### config.mk
export PLATFORM = sky130hd
export DESIGN_NAME = tap_controller
export DESIGN_NICKNAME = d
export VERILOG_FILES = /design/src/rtl/tap_pkg.sv /design/src/rtl/tap_fsm.sv /design/src/rtl/tap_controller.sv
export SDC_FILE = /design/constraint.sdc
export NUM_CORES = 1
export LEC_CHECK = 0
export ABC_AREA = 1
export CORE_MARGIN = 3
export CORE_UTILIZATION = 41
export DETAILED_ROUTE_END_ITERATION = 7
export PLACE_DENSITY = 0.72
export SYNTH_ARGS = -nofsm -noshare
export SYNTH_HDL_FRONTEND = slang
export SYNTH_SLANG_ARGS = --single-unit
### constraint.sdc
create_clock -name CK -period 1 [get_ports CK]
set_input_delay 0.25 -clock CK [delete_from_list [all_inputs] [get_ports CK]]
set_output_delay 0.25 -clock CK [all_outputs]
set_load 0.1 [all_outputs]
### src/rtl/tap_pkg.sv
// Shared TAP definitions: state encodings, opcode values and widths.
// Optional IDCODE support is enabled elsewhere with the TAP_IDCODE_EN macro.
package tap_pkg;

  localparam int STATE_W = 4;

  typedef enum logic [STATE_W-1:0] {
    TLR      = 4'hF,
    RTI      = 4'hC,
    SEL_DR   = 4'h7,
    CAP_DR   = 4'h6,
    SH_DR    = 4'h2,
    EX1_DR   = 4'h1,
    PAUSE_DR = 4'h3,
    EX2_DR   = 4'h0,
    UPD_DR   = 4'h5,
    SEL_IR   = 4'h4,
    CAP_IR   = 4'hE,
    SH_IR    = 4'hA,
    EX1_IR   = 4'h9,
    PAUSE_IR = 4'hB,
    EX2_IR   = 4'h8,
    UPD_IR   = 4'hD
  } tap_state_e;

  // Opcode values; the controller sizes them to IRLEN (EXTEST is all 0, BYPASS all 1).
  localparam int OPC_EXTEST = 0;
  localparam int OPC_SAMPLE = 1;
  localparam int OPC_IDCODE = 2;

endpackage

### src/rtl/tap_fsm.sv
// 16-state IEEE 1149.1 TAP state machine: state register plus next-state logic.
module tap_fsm
  import tap_pkg::*;
(
  input  logic       CK,
  input  logic       RST,
  input  logic       TMS,
  output tap_state_e State
);

  tap_state_e next_state;

  // NOTE: sequential state uses non-blocking assignments so every register samples pre-edge values.
  always_ff @(posedge CK) begin
    if (RST) State <= TLR;
    else     State <= next_state;
  end

  // NOTE: next_state is defaulted first so no path through the case can infer a latch.
  always_comb begin
    next_state = State;
    case (State)
      TLR:      next_state = TMS ? TLR    : RTI;
      RTI:      next_state = TMS ? SEL_DR : RTI;
      SEL_DR:   next_state = TMS ? SEL_IR : CAP_DR;
      CAP_DR:   next_state = TMS ? EX1_DR : SH_DR;
      SH_DR:    next_state = TMS ? EX1_DR : SH_DR;
      EX1_DR:   next_state = TMS ? UPD_DR : PAUSE_DR;
      PAUSE_DR: next_state = TMS ? EX2_DR : PAUSE_DR;
      EX2_DR:   next_state = TMS ? UPD_DR : SH_DR;
      UPD_DR:   next_state = TMS ? SEL_DR : RTI;
      SEL_IR:   next_state = TMS ? TLR    : CAP_IR;
      CAP_IR:   next_state = TMS ? EX1_IR : SH_IR;
      SH_IR:    next_state = TMS ? EX1_IR : SH_IR;
      EX1_IR:   next_state = TMS ? UPD_IR : PAUSE_IR;
      PAUSE_IR: next_state = TMS ? EX2_IR : PAUSE_IR;
      EX2_IR:   next_state = TMS ? UPD_IR : SH_IR;
      UPD_IR:   next_state = TMS ? SEL_DR : RTI;
      default:  next_state = TLR;
    endcase
  end

endmodule

### src/rtl/tap_controller.sv
// TAP controller driving the boundary-scan register control pins (ShiftDR/ClockDR/UpdateDR/Mode).
// Define TAP_IDCODE_EN to add the 32-bit IDCODE data register and opcode.
module tap_controller
  import tap_pkg::*;
#(
  parameter int IRLEN  = 4,
  parameter int BSRLEN = 8
`ifdef TAP_IDCODE_EN
  ,
  parameter logic [31:0] IDCODE_VAL = 32'h0000_1001
`endif
) (
  input  logic             CK,
  input  logic             RST,
  input  logic             TMS,
  input  logic             TDI,
  input  logic             BSR_SO,
  output logic             SI,
  output logic             TDO,
  output logic             TDO_EN,
  output logic             ShiftDR,
  output logic             ClockDR,
  output logic             UpdateDR,
  output logic             Mode,
  output logic [IRLEN-1:0] IR,
  output logic [3:0]       State
);

  localparam logic [IRLEN-1:0] OP_EXTEST = IRLEN'(OPC_EXTEST);
  localparam logic [IRLEN-1:0] OP_SAMPLE = IRLEN'(OPC_SAMPLE);
  localparam logic [IRLEN-1:0] OP_BYPASS = '1;
`ifdef TAP_IDCODE_EN
  localparam logic [IRLEN-1:0] OP_IDCODE = IRLEN'(OPC_IDCODE);
  localparam logic [IRLEN-1:0] IR_RESET  = OP_IDCODE;
`else
  localparam logic [IRLEN-1:0] IR_RESET  = OP_BYPASS;
`endif

  if (IRLEN < 2 || BSRLEN < 1) begin : g_bad_params
    $error("tap_controller: IRLEN must be >= 2 and BSRLEN >= 1");
  end

  tap_state_e       state;
  logic [IRLEN-1:0] ir_q;
  logic [IRLEN-1:0] irs_q;
  logic             bypass_q;
  logic             bsr_sel;
  logic             id_sel;
  logic             id_tdo;
  logic             tlr_load;

  tap_fsm u_fsm (
    .CK    (CK),
    .RST   (RST),
    .TMS   (TMS),
    .State (state)
  );

  assign bsr_sel  = (ir_q == OP_EXTEST) || (ir_q == OP_SAMPLE);
  // SEL_IR with TMS=1 is the only way into TLR, so this covers both entering and staying there.
  assign tlr_load = (state == TLR) || (state == SEL_IR && TMS);

  always_ff @(posedge CK) begin
    if (RST) begin
      ir_q     <= IR_RESET;
      irs_q    <= OP_BYPASS;
      bypass_q <= 1'b0;
    end else begin
      if (tlr_load) begin
        ir_q  <= IR_RESET;
        irs_q <= OP_BYPASS;
      end else begin
        case (state)
          CAP_IR:  irs_q <= OP_SAMPLE;
          SH_IR:   irs_q <= {TDI, irs_q[IRLEN-1:1]};
          UPD_IR:  ir_q  <= irs_q;
          default: ;
        endcase
      end
      if (state == CAP_DR)
        bypass_q <= 1'b0;
      else if (state == SH_DR && !bsr_sel && !id_sel)
        bypass_q <= TDI;
    end
  end

`ifdef TAP_IDCODE_EN
  logic [31:0] id_q;

  if (IDCODE_VAL[0] != 1'b1) begin : g_bad_idcode
    $error("tap_controller: IDCODE_VAL bit 0 must be 1");
  end

  assign id_sel = (ir_q == OP_IDCODE);
  assign id_tdo = id_q[0];

  always_ff @(posedge CK) begin
    if (RST)
      id_q <= IDCODE_VAL;
    else if (id_sel && state == CAP_DR)
      id_q <= IDCODE_VAL;
    else if (id_sel && state == SH_DR)
      id_q <= {TDI, id_q[31:1]};
  end
`else
  assign id_sel = 1'b0;
  assign id_tdo = 1'b0;
`endif

  always_comb begin
    TDO = 1'b0;
    case (state)
      SH_IR: TDO = irs_q[0];
      SH_DR: begin
        if (bsr_sel)     TDO = BSR_SO;
        else if (id_sel) TDO = id_tdo;
        else             TDO = bypass_q;
      end
      default: ;
    endcase
  end

  assign SI       = TDI;
  assign TDO_EN   = (state == SH_IR) || (state == SH_DR);
  assign ShiftDR  = (state == SH_DR);
  assign ClockDR  = bsr_sel && (state == CAP_DR || state == SH_DR);
  assign UpdateDR = bsr_sel && (state == UPD_DR);
  assign Mode     = (ir_q == OP_EXTEST);
  assign IR       = ir_q;
  assign State    = state;

endmodule

==> results of run 1 <==
[stage by stage]
stage                     setup slack (ns)  setup TNS, ns  hold slack (ns)
after detailed placement            -0.488          -5.43            0.485
after floorplan                      -1.12          -8.11            0.376
after global placement              -0.433          -4.80            0.450
[logic make-up after synthesis]
logic type,count (synthesis)
AO/OA/AOI/OAI,9
buffers and inverters,18
flip-flops,13
AND/OR/NAND/NOR,76
==> impl_metrics.yaml, run 1 <==
clocking:
  cts_max_level: 1
  cts_resized: 45
  clock_path_buffers: 2
  clkSinkCount: 13
  hold_buffers: 0
  numCtsBuffers: 3
  clockRootBuffer: "clkbuf_4"
  cts_setup_buffers: 8
logic_synthesis:
  yosys.area.top_type: "dfxtp_1"
  synthFlopType: "dfxtp_1"
  synth_top_area_share_pct: 35.3
  synth_cell_types: 19
  synthAdderAreaFrac_pct: 0
  synth_area_leaders: "dfxtp_1 (35%), nand2_1 (18%), nand3_1 (12%)"
  async_flop_share_pct: 0
  synth_top_family_by_area: "simple AND/OR/NAND/NOR gates"
  syn_area_per_cell_um2: 6.36
  seq_area_frac_synth_pct: 35.3
  ys_ff_latch: 13
  synthSimpleGateAreaFrac_pct: 46.8
  synth_xor_area_share_pct: 0
  synth_compound_area_share_pct: 7.29
  yosys_warnings: 0
  synth.area.mux_share_pct: 0
  postSynthCellCount: 116
  synth-edff-count: 0
  synth_common_cells: "nand2_1 (36), nand3_1 (18), dfxtp_1 (13)"
  synth_area_um2: 738
  syn-num-nets: 121
  synth.most_common_cell: "nand2_1"
floorplanning:
  die_width_um: 48.4
  die_h_um: 48.4
  rows: 14
  ios: 20
  initial_core_util_pct: 46.3
outcome:
  stop_error: "[ERROR DPL-0038] Utilization greater than 100%, impossible to legalize"
  lastStage: "clock tree synthesis"
  status: "aborted with a tool error"
place:
  dpl.hpwl_um: 2040
  port-buffer-count: 19
  place.gp.congestion: 0.962
  numPlacedInstances: 183
  post_dp_cell_area_mm2: 0.00141
==> run 2: changes to the inputs <==
- CORE_AREA: not set -> 3 3 64 66
- CORE_MARGIN: 3 -> not set
- CORE_UTILIZATION: 41 -> not set
- DIE_AREA: not set -> 0 0 67 69
- PLACE_DENSITY: 0.72 -> not set
- PLACE_DENSITY_LB_ADDON: not set -> 0.15
- clock period: 1 -> 1.3 ns (I/O delays scaled with it)
==> impl_metrics.yaml, run 2 <==
logic_synthesis:
  seq_area_frac_synth_pct: 35.3
  async_flop_share_pct: 0
  synth_top_area_share_pct: 35.3
  synth_area_um2: 738
  synth_common_cells: "nand2_1 (36), nand3_1 (18), dfxtp_1 (13)"
  synth.most_common_cell: "nand2_1"
  synth_xor_area_share_pct: 0
  synth_top_family_by_area: "simple AND/OR/NAND/NOR gates"
  synthAdderAreaFrac_pct: 0
  synth-edff-count: 0
  yosys_warnings: 0
  synth_compound_area_share_pct: 7.29
  synth_area_leaders: "dfxtp_1 (35%), nand2_1 (18%), nand3_1 (12%)"
  ys_ff_latch: 13
  postSynthCellCount: 116
  synth_cell_types: 19
  syn_area_per_cell_um2: 6.36
  syn-num-nets: 121
  synthFlopType: "dfxtp_1"
  synthSimpleGateAreaFrac_pct: 46.8
  yosys.area.top_type: "dfxtp_1"
  synth.area.mux_share_pct: 0
global_routing:
  busiest_layer: "met2"
  use_met1_pct: 14.3
  first_global_vias: 835
  grt_antenna_before_repair: 0
  grt_max_degree: 9
  grt_pass1_wl_um: 3780
  grt_overflow: 0
  grt_use_met3_pct: 1.47
  use_met2_pct: 16.0
  grt_use_total_pct: 10.5
sta:
  worstMarginPinSlew_ns: 0.309
  finalSetupTns_ns: -1.59
  drv_slew: 0
  period_minus_slack_ns: 1.66
  max_freq_ghz: 0.602
  finalHoldViolations: 0
  skew_ns: 0.0115
  finalSetupViolations: 7
  layout_setup_ws_ns: -0.360
  slew_headroom_pct: 79.3
  rsz0062_at_grt: "true"
  fin_crit_sh_pct: 128
critical_path:
  cp-start-kind: "register"
  reg2reg_depth: 7
  path_depth: 5
  crit_family: "compound AO/OA/AOI/OAI gates"
  r2r_slack_ns: 0.07
  endpoint: "TDO"
  critPathArrivalTime_ns: 1.34
  path_cells: "nor2_4 > nand2_4 > o211ai_1 > o21ai_4 > buf_12"
  crit_path_end_kind: "output pin"
  rr_endpoint: "irs_q[2]"
  cp-startpoint: "IR[1]"
  cpPeakStageDelay_ns: 0.34
  crit_fanout: 4
  worst-path-buf-inv: 1
  timing.rr.start: "u_fsm.State[2]"
  cp.required_ns: 0.98
  worstSetupPathType: "register to output pin"
  cp_slowest_cell: "dfxtp_4"
routing:
  drt_iter0_drc: 27
  drtPass1Iterations: 4
  num_vias: 889
  finalWirelength_um: 2270
  drt-vias-per-instance: 4.15
  drc_errors: 0
  wl_per_cell_um: 10.6
  detail-route-antenna-nets: 0
clocking:
  cts_max_level: 1
  hold_buffers: 0
  numCtsBuffers: 3
  clock_path_buffers: 2
  cts_tree: "done"
  path_clk_slew_ns: 0.05
  clock_latency_ns: 0.25
  clkSinkCount: 13
  clockRootBuffer: "clkbuf_8"
place:
  dpl.hpwl_um: 1800
  port-buffer-count: 19
  place.gp.congestion: 0.836
layout:
  nFillCells: 374
  drive_gt1_share_pct: 54.8
  n_antenna_cell: 0
  final_nets: 172
  layout_common_cells: "nand2_1 (31), buf_4 (22), buf_12 (17)"
  final_common_cell: "nand2_1"
  syn2layout_area_growth_pct: 120
outcome:
  failed_checks: "negative setup slack"
  status: "finished, violations left"
floorplanning:
  initial_core_util_pct: 20.3
  die_h_um: 69
  die-area_mm2: 0.00462
  core_mm2: 0.00363
  rows: 22
  die_width_um: 67
  ios: 20
pwr:
  power.leakage_uw: 0.000743
  ir_worst_vdd_v: 0.000949
  p_per_area_mw_per_mm2: 2500
  power.total_uw: 4070
job:
  maxCapViolations: 0
min_path:
  hold_class: "register to register"
## run 2: cell counts after synthesis
Identical to the previous run, type by type.
## run 2: per-layer routing
layer	share of wire, %	up-vias
met5	0	-
met3	2.7	4
li1	-	472
met2	48	13
met1	48	400
met4	1.6	0
## run 2: final cells by class
| class | instances | area, µm² | share of cell area [%] |
|---|---|---|---|
| timing repair buffer | 49 | 614 | 37.8 |
| tap | 48 | 60.1 | 3.70 |
| inverter | 15 | 61.3 | 3.77 |
| multi-input combinational | 85 | 557 | 34.3 |
| sequential | 13 | 288 | 17.7 |
| clock buffer | 4 | 45.0 | 2.77 |
## run 2: kinds of logic (layout without fill, tap and decap cells)
family	after synthesis	in the layout
DFF	13	13
and+or+nand+nor	76	76
buffers and inverters	18	68
AOI/OAI and AO/OA	9	9
## run 2: worst min-delay path by stage
stage | from | to | slack (ns) | cells after the start
floorplan | bypass_q | bypass_q | 0.44 | 2
finish | bypass_q | bypass_q | 0.47 | 2
CTS | bypass_q | bypass_q | 0.48 | 2
detailed placement | bypass_q | bypass_q | 0.47 | 2
global placement | bypass_q | bypass_q | 0.45 | 2
global route | bypass_q | bypass_q | 0.50 | 2
## run 2: worst register-to-register path, cell delays in order (launching register included)
cell and delay, ns:
dfxtp_4 0.37, buf_6 0.12, buf_8 0.13, nand2_4 0.08
nor2_4 0.05, a21oi_4 0.15, buf_12 0.14, nand3_1 0.07
## run 2: report_power, final
group	switching (µW)	total (µW)	internal (µW)
combinational	1760	2930	1170
sequential	175	764	589
clock	156	372	217
total	2090	4070	1980
## run 2: timing repair
action	CTS	global route
pin swaps	3	5
gates resized for setup	8	23
setup endpoints to repair	8	19
endpoints found under the hold margin	0	0
buffers inserted	4	2
## run 2: per-stage QoR
| stage | util (%) | worst slack (ns) | instance area [µm²] | cells | hold slack, ns |
|---|---|---|---|---|---|
| finish | 44.7 | -0.360 | 1630 | 214 | 0.473 |
| global route | 44.7 | -0.419 | 1630 | 214 | 0.505 |
| CTS | 41.6 | -0.354 | 1510 | 212 | 0.481 |
| detailed placement | 39.3 | -0.349 | 1430 | 205 | 0.474 |
| global placement | 39.3 | -0.351 | 1430 | 205 | 0.452 |
| floorplan | - | -0.896 | 860 | 116 | 0.437 |
No activity file was read; power rests on OpenSTA's default activity.
